===== src/rtl/piso_pkg.sv =====
// -----------------------------------------------------------------------------
// piso_pkg
// Shared definitions for the piso_shift8 serial transmitter:
//   - FSM state encoding (ST_IDLE / ST_SHIFT / ST_DONE)
//   - data and counter widths
//   - terminal counts for the plain (8-bit) and parity (9-bit) frames
// Optional feature macro: PISO_PARITY_EN (selects the 9-bit parity frame).
// -----------------------------------------------------------------------------
package piso_pkg;

  localparam int DATA_W = 8;
  localparam int CNT_W  = 4;

  // Counter value while the last frame bit is on the wire.
  localparam logic [CNT_W-1:0] TC_PLAIN  = 4'd7;
  localparam logic [CNT_W-1:0] TC_PARITY = 4'd8;

`ifdef PISO_PARITY_EN
  localparam logic [CNT_W-1:0] TC_FRAME = TC_PARITY;
`else
  localparam logic [CNT_W-1:0] TC_FRAME = TC_PLAIN;
`endif

  typedef enum logic [1:0] {
    ST_IDLE  = 2'd0,
    ST_SHIFT = 2'd1,
    ST_DONE  = 2'd2
  } state_t;

`ifdef PISO_PARITY_EN
  // Even parity: the appended bit makes the 9-bit frame's ones-count even.
  function automatic logic even_parity(input logic [DATA_W-1:0] v);
    return ^v;
  endfunction
`endif

endpackage


===== src/rtl/shift_cnt4.sv =====
// -----------------------------------------------------------------------------
// shift_cnt4
// 4-bit up counter that tracks the bit position within a frame.
// Ports:
//   clk  - clock, rising edge
//   rst  - asynchronous active-high reset (count -> 0)
//   clr  - synchronous clear (has priority over en)
//   en   - count enable
//   tc   - high while the count equals the TC parameter
// -----------------------------------------------------------------------------
module shift_cnt4
  import piso_pkg::*;
#(
  parameter logic [CNT_W-1:0] TC = TC_PLAIN
) (
  input  logic clk,
  input  logic rst,
  input  logic clr,
  input  logic en,
  output logic tc
);

  logic [CNT_W-1:0] cnt;

  // NOTE: sequential state is always assigned with <= so every flop samples
  // pre-edge values regardless of the order of statements or processes.
  always_ff @(posedge clk or posedge rst) begin
    if (rst) begin
      cnt <= '0;
    end else if (clr) begin
      cnt <= '0;
    end else if (en) begin
      cnt <= cnt + CNT_W'(1);
    end
  end

  assign tc = (cnt == TC);

endmodule


===== src/rtl/piso_shift8.sv =====
// -----------------------------------------------------------------------------
// piso_shift8
// 8-bit parallel-in / serial-out transmitter. A byte is captured when start
// is seen in IDLE, shifted out one bit per clock with so_valid high, and the
// frame ends with a one-cycle done pulse before returning to IDLE.
// Parameters:
//   LSB_FIRST - 0: d[7] first (register order), 1: d[0] first
// Ports:
//   clk      - clock, rising edge
//   rst      - asynchronous active-high reset; aborts any frame silently
//   start    - load request, only honoured in IDLE
//   d        - parallel byte, captured on the accepting edge
//   so       - serial data (0 outside SHIFT)
//   so_valid - so carries a frame bit
//   busy     - frame in progress (SHIFT or DONE)
//   done     - one-cycle pulse after the last bit
// Optional feature macro: PISO_PARITY_EN appends an even-parity bit, making
// the frame 9 bits long.
// All outputs decode only flops; nothing from the inputs reaches them
// combinationally.
// -----------------------------------------------------------------------------
module piso_shift8
  import piso_pkg::*;
#(
  parameter bit LSB_FIRST = 1'b0
) (
  input  logic              clk,
  input  logic              rst,
  input  logic              start,
  input  logic [DATA_W-1:0] d,
  output logic              so,
  output logic              so_valid,
  output logic              busy,
  output logic              done
);

  state_t            state, state_nxt;
  logic [DATA_W-1:0] sreg;
  logic              load;
  logic              shift_en;
  logic              last;
  logic              data_bit;

  // ---------------------------------------------------------------------------
  // Bit-position counter; last is high while the final frame bit is driven.
  // ---------------------------------------------------------------------------
  shift_cnt4 #(
    .TC (TC_FRAME)
  ) u_cnt (
    .clk (clk),
    .rst (rst),
    .clr (load),
    .en  (shift_en),
    .tc  (last)
  );

  // ---------------------------------------------------------------------------
  // FSM
  // ---------------------------------------------------------------------------
  always_ff @(posedge clk or posedge rst) begin
    if (rst) begin
      state <= ST_IDLE;
    end else begin
      state <= state_nxt;
    end
  end

  // NOTE: every output of this block gets a default first, so no path leaves
  // a variable unassigned and no latch is inferred.
  always_comb begin
    state_nxt = state;
    load      = 1'b0;
    shift_en  = 1'b0;
    unique case (state)
      ST_IDLE: begin
        if (start) begin
          load      = 1'b1;
          state_nxt = ST_SHIFT;
        end
      end
      ST_SHIFT: begin
        shift_en = 1'b1;
        if (last) begin
          state_nxt = ST_DONE;
        end
      end
      ST_DONE: begin
        state_nxt = ST_IDLE;
      end
      default: begin
        state_nxt = ST_IDLE;
      end
    endcase
  end

  // ---------------------------------------------------------------------------
  // Shift register: the outgoing bit always sits at the end selected by
  // LSB_FIRST, and zeros fill in from the other end.
  // ---------------------------------------------------------------------------
  // NOTE: the shift register is cleared by reset so a partial frame can never
  // leak into the next one.
  always_ff @(posedge clk or posedge rst) begin
    if (rst) begin
      sreg <= '0;
    end else if (load) begin
      sreg <= d;
    end else if (shift_en) begin
      if (LSB_FIRST) begin
        sreg <= {1'b0, sreg[DATA_W-1:1]};
      end else begin
        sreg <= {sreg[DATA_W-2:0], 1'b0};
      end
    end
  end

  assign data_bit = LSB_FIRST ? sreg[0] : sreg[DATA_W-1];

`ifdef PISO_PARITY_EN
  // Parity is computed from the byte as captured, so later changes on d
  // cannot affect it; it goes out in the ninth SHIFT cycle.
  logic par_q;

  always_ff @(posedge clk or posedge rst) begin
    if (rst) begin
      par_q <= 1'b0;
    end else if (load) begin
      par_q <= even_parity(d);
    end
  end

  assign so = (state == ST_SHIFT) & (last ? par_q : data_bit);
`else
  assign so = (state == ST_SHIFT) & data_bit;
`endif

  assign so_valid = (state == ST_SHIFT);
  assign busy     = (state != ST_IDLE);
  assign done     = (state == ST_DONE);

endmodule


===== config.mk =====
export PLATFORM = sky130hd
export DESIGN_NAME = piso_shift8
export DESIGN_NICKNAME = d
export VERILOG_FILES = /design/src/rtl/piso_pkg.sv /design/src/rtl/shift_cnt4.sv /design/src/rtl/piso_shift8.sv
export SDC_FILE = /design/constraint.sdc
export NUM_CORES = 1
export LEC_CHECK = 0
export CELL_PAD_IN_SITES_DETAIL_PLACEMENT = 1
export CELL_PAD_IN_SITES_GLOBAL_PLACEMENT = 2
export CORE_MARGIN = 2
export CORE_UTILIZATION = 26
export CTS_CLUSTER_SIZE = 8
export DETAILED_ROUTE_END_ITERATION = 8
export HOLD_SLACK_MARGIN = 0.15
export PLACE_DENSITY_LB_ADDON = 0.1
export SETUP_SLACK_MARGIN = 0.02
export SYNTH_ARGS = -nofsm -noshare
export SYNTH_HDL_FRONTEND = slang
export SYNTH_SLANG_ARGS = --single-unit

===== constraint.sdc =====
create_clock -name clk -period 1 [get_ports clk]
set_input_delay 0.15 -clock clk [delete_from_list [all_inputs] [get_ports clk]]
set_output_delay 0.15 -clock clk [all_outputs]
set_load 0.01 [all_outputs]

# After elaboration in Yosys (flattened, before gate mapping)
# Index checks and enable logic that the tools add are counted.
[op_classes] addsub=1 eq_ne=5 mux=10 bitwise=1 reduce_logical=4
[ops] operator="2-to-1 mux 8 bit" count=2
[ops] operator="2-to-1 mux 4 bit" count=2
[ops] operator="adder 4 x 1 -> 4 bit, second input constant" count=1
[ops] operator="equality test 4 x 3 -> 1 bit, second input constant" count=1
[ops] operator="2-to-1 mux 2 bit" count=2
[ops] operator="one-hot mux 2 bit (2 select lines)" count=1
[ops] operator="nonzero test 2 bit" count=2
[ops] operator="2-to-1 mux 1 bit" count=3
[ops] operator="equality test 2 x 1 -> 1 bit, second input constant" count=1
[ops] operator="equality test 2 bit, second input constant" count=1
[ops] operator="logical NOT 2 bit" count=1
[ops] operator="inequality test 2 x 1 -> 1 bit, second input constant" count=1
[ops] operator="inequality test 2 bit, second input constant" count=1
[ops] operator="AND reduction 2 bit" count=1
[ops] operator="AND 1 bit" count=1
[word_totals] regBits=14 in_bits=11 elab_cells=24

# Logic depth before layout (Yosys ltp)
# Gate-level depths: netlist of run 1.
[logic_depth] ltp_word=4 depth_mapped=4 ltp_nobuf=4

# By module
# From an unflattened synthesis of run 1, not the netlist that was laid out.
[hier_totals] hier_cells=68 hier_area_um2=704.4
[modules_own_cells] module="piso_shift8" instances=1 cells_each=49 area_per_inst_um2=500.5 seq_area_each_um2=250.2
[modules_own_cells] module="shift_cnt4" instances=1 cells_each=19 area_per_inst_um2=203.9 seq_area_each_um2=100.1

# Worst setup path before layout of run 1
# OpenSTA, ideal clock, no wires.
[synth_path] kind="reg2out" from="register state[0]" to="output busy" arrival_time_ns=0.889 required_ns=0.850 path_slack_ns=-0.039 path_stages_with_launch=3 path_cell_list="dfrtp_1 buf_4 or2_2"
[synth_via] elab_chain_cells=1
[synth_rtl] item="start: declaration" line="piso_shift8.sv:37" text="state_t state, state_nxt;"
[synth_rtl] item="start signal: assignment" line="piso_shift8.sv:64" text="state <= state_nxt;"
[synth_rtl] item="nonzero test 2 bit" line="piso_shift8.sv:137" text="assign busy = (state != ST_IDLE);"
[synth_rtl] item="end: declaration" line="piso_shift8.sv:33" text="output logic busy,"
# Every way passes these cells.

# Final worst setup path of run 1
[layout_path] from="register state[1]" to="output busy"
# Same word-level chain as after synthesis.

==> flow_summary.yaml, run 1 <==
run_status:
  status: "finished with violations"
  failed_checks: "setup timing"
power:
  worst_ir_drop_vdd_mv: 1.120
  power.static_leakage_nw: 0.4835
  cellPowerDensity_mw_per_mm2: 2917
  total_power_w: 0.003088
logic_synthesis:
  ys_types: 23
  yosysSeqAreaShare_pct: 53.44
  number_of_warnings_reported_in_the_yosys_synthesis_log: 0
  synth_nets: 79
  synth.area.top_cells: "sky130_fd_sc_hd__dfrtp_1, sky130_fd_sc_hd__a22oi_1, sky130_fd_sc_hd__nand2_1"
  ys_seq_elements: 14
  syn_avg_cell_area_um2: 9.786
  synth_largest_type_area_fraction_pct: 53.44
  synthDominantAreaCellType: "sky130_fd_sc_hd__dfrtp_1"
  netlist_area_um2: 655.6
  netlist_instances: 67
timing:
  grt_setup_unrepaired: "yes"
  final-max-slew-violation-count: 0
  setup-violations-final: 16
  achievable-frequency_mhz: 732.3
  final_period_util_pct: 136.6
  worst-slew-pin-transition_ps: 210.5
  maxSlewHeadroom_pct: 85.94
  final-hold-violation-count: 0
  finalWorstPathRequiredPeriod_ps: 1366
  worst_clock_skew_ps: 3.328
  postLayoutSetupSlackWorst_ps: -365.5
cts:
  htree_num_levels: 1
  cts_inserted_buffers: 3
  path_clk_slew_ps: 90
  cts_tree: "done"
  cts_buffer_depth: 2
  cts_root_buf: "sky130_fd_sc_hd__clkbuf_4"
  cts_num_sinks: 14
  worstSkewPairLatency_ps: 290
critical_path:
  critPathBufInv: 2
  worst-r2r-cell-count: 4
  path_depth: 3
  timing.critical_path.fanout_max: 4
  critPathCaptureType: "primary output"
  path_cells: "buf_4, or2_4, buf_6"
  category_of_the_critical_setup_timing_path: "reg -> out"
  max_stage_delay_ps: 410
  slowest_cell_on_crit_path: "sky130_fd_sc_hd__dfrtp_1"
  worst-endpoint-required_ps: 850
  critical-path-top-delay-family: "flip-flops"
  worstSetupStartpointType: "register"
  timing.critical_path.arrival_ps: 1220
detailed_routing:
  firstDrtPassIters: 4
  num_vias: 616
  route.detailed.drc: 0
  antenna_violating_nets_post_route: 0
  routed_via_density: 4.775
  drt_first_iter_violations: 5
  drt-wirelength-per-cell_um: 12.87
  wirelength_um: 1660
job:
  max_cap_violations: 0
cells_and_area:
  fill_cells: 274
  most_common_cell_after_layout_fill_and_taps_aside: "sky130_fd_sc_hd__dfrtp_1"
  insertedDiodeCount: 0
  areaGrowthSynthToFinish_pct: 61.45
  final_area_mm2: 0.001059
  multiInputGateArea_um2: 312.8
  final-instance-count-excl-fill: 129
  seqCellArea_um2: 351.6
  layout_common_cells: "sky130_fd_sc_hd__dfrtp_1, sky130_fd_sc_hd__buf_4, sky130_fd_sc_hd__nand2_1"
  num-nets-final: 112
  proportion_of_layout_cells_with_a_drive_suffix_above_1_pct: 35.35
die:
  initial_core_utilization_pct: 26.95
  placementRows: 18
  floorplan.io_pins: 15
  dieHeight_um: 54.22
  fp.dieArea_mm2: 0.002939
  die-width_um: 54.22
  core_footprint_mm2: 0.002432
grt:
  antenna_violations_before_repair: 0
  grtUsageMet2_pct: 21.08
  global_route.peak_usage_layer: "met2"
  global_route.overflow_total: 0
  vias_in_the_first_global_route: 589
  groute.usage.overall_pct: 13.65
  use_met3_pct: 2.732
  first_pass_grt_wire_length_um: 2677
  grt_start_max_net_pins: 15
  groute.layer.met1.usage_pct: 16.78
placed_design:
  place.gp.congestion: 0.7005
  dp_hpwl_um: 1158
  dp_cells: 121
  dpl_cell_area_um2: 920.9
  port_buffers: 14
  detailedPlace.worstSlack_ps: -419.7
min_path:
  holdPathStages: 5
  min_path_type: "in -> reg"
## logic make-up (layout without fill, tap and decap cells)
| group | count (synthesis) | in the layout | share of synthesized area [%] |
|---|---|---|---|
| buf+inv | 7 | 39 | 4.962 |
| fa+ha+maj | 1 | 1 | 1.908 |
| compound gates | 22 | 22 | 22.71 |
| mux | 1 | 1 | 1.527 |
| flops | 14 | 14 | 53.44 |
| simple gates | 22 | 22 | 15.46 |
## timing repair
item	CTS	global route
buffers inserted	4	1
pin swaps	2	0
resized for setup	31	9
hold buffers	1	0
setup endpoints to repair	17	17
endpoints found under the hold margin	14	0
## flip-flops by register name, summed over array words and instances, names as in the netlist
name / cells
state: 2
u_cnt.cnt: 4
sreg: 8
## cell type report
class                           instances  share of cell area, %
Sequential cell                        14                  33.21
Multi-Input combinational cell         46                  29.55
Timing Repair Buffer                   32                  28.96
Tap cell                               30                  3.546
Clock buffer                            4                  3.428
Inverter                                3                  1.300
## Yosys cell counts
cell and count:
sky130_fd_sc_hd__a21oi_1 1, sky130_fd_sc_hd__a22o_1 2, sky130_fd_sc_hd__a22oi_1 7, sky130_fd_sc_hd__a2bb2oi_1 1
sky130_fd_sc_hd__and2_1 1, sky130_fd_sc_hd__buf_2 2, sky130_fd_sc_hd__buf_4 1, sky130_fd_sc_hd__clkbuf_1 1
sky130_fd_sc_hd__dfrtp_1 14, sky130_fd_sc_hd__ha_1 1, sky130_fd_sc_hd__inv_1 3, sky130_fd_sc_hd__mux2i_1 1
sky130_fd_sc_hd__nand2_1 12, sky130_fd_sc_hd__nand2b_1 2, sky130_fd_sc_hd__nand3_1 2, sky130_fd_sc_hd__nor2_1 1
sky130_fd_sc_hd__nor2b_1 2, sky130_fd_sc_hd__nor3_1 1, sky130_fd_sc_hd__o21ai_0 6, sky130_fd_sc_hd__o21ai_1 3
sky130_fd_sc_hd__o21bai_2 1, sky130_fd_sc_hd__o311ai_1 1, sky130_fd_sc_hd__or2_2 1
## power by group
group	switching, W	total [W]	internal [W]
Sequential	0.000179	0.000982	0.000802
Clock	0.000209	0.000431	0.000222
Combinational	0.000686	0.00168	0.000990
Total	0.00107	0.00309	0.00201
## tightest hold or removal path, delay by kind of cell
kind	cells	cell delay (ps)
AND/OR/NAND/NOR	1	50
buffers and inverters	2	300
AO/OA/AOI/OAI	2	160
## metal layers
metal  share of wire [%]  wire length, um  vias up
met5                   0                0        -
met4                 2.9               48        0
met3                 4.5               75        5
met2                  45              746       13
met1                  48              790      298
li1                    -                -      300
## per-stage QoR
step	TNS [ps]	utilization, %	hold slack, ps
2_1_floorplan	-12.15	-	39.15
3_3_place_gp	-6066	37.86	463.2
3_5_place_dp	-5874	37.86	473.5
4_1_cts	-3580	42.85	497.8
5_1_grt	-3714	43.52	432.2
6_report	-2657	43.52	411.1
## worst paths after layout
path                           endpoint  slack (ps)     start
max                                busy        -370  state[1]
min                             sreg[4]         410     start
max reg2reg                u_cnt.cnt[2]        -200  state[1]
min reg2reg                     sreg[3]         500   sreg[3]
max in group asynchronous      state[0]         100       rst
min in group asynchronous      state[1]         710       rst
(Power assumes the default switching activity.)
==> inputs of run 2 (changes only) <==
--- a/config.mk
+++ b/config.mk
@@ -11,6 +11,7 @@
 export CORE_UTILIZATION = 26
 export CTS_CLUSTER_SIZE = 8
 export DETAILED_ROUTE_END_ITERATION = 8
+export GPL_ROUTABILITY_DRIVEN = 0
 export HOLD_SLACK_MARGIN = 0.15
 export PLACE_DENSITY_LB_ADDON = 0.1
 export SETUP_SLACK_MARGIN = 0.02
==> results of run 2 <==
No change in the layout: final DEF, timing and power equal those of run 1.
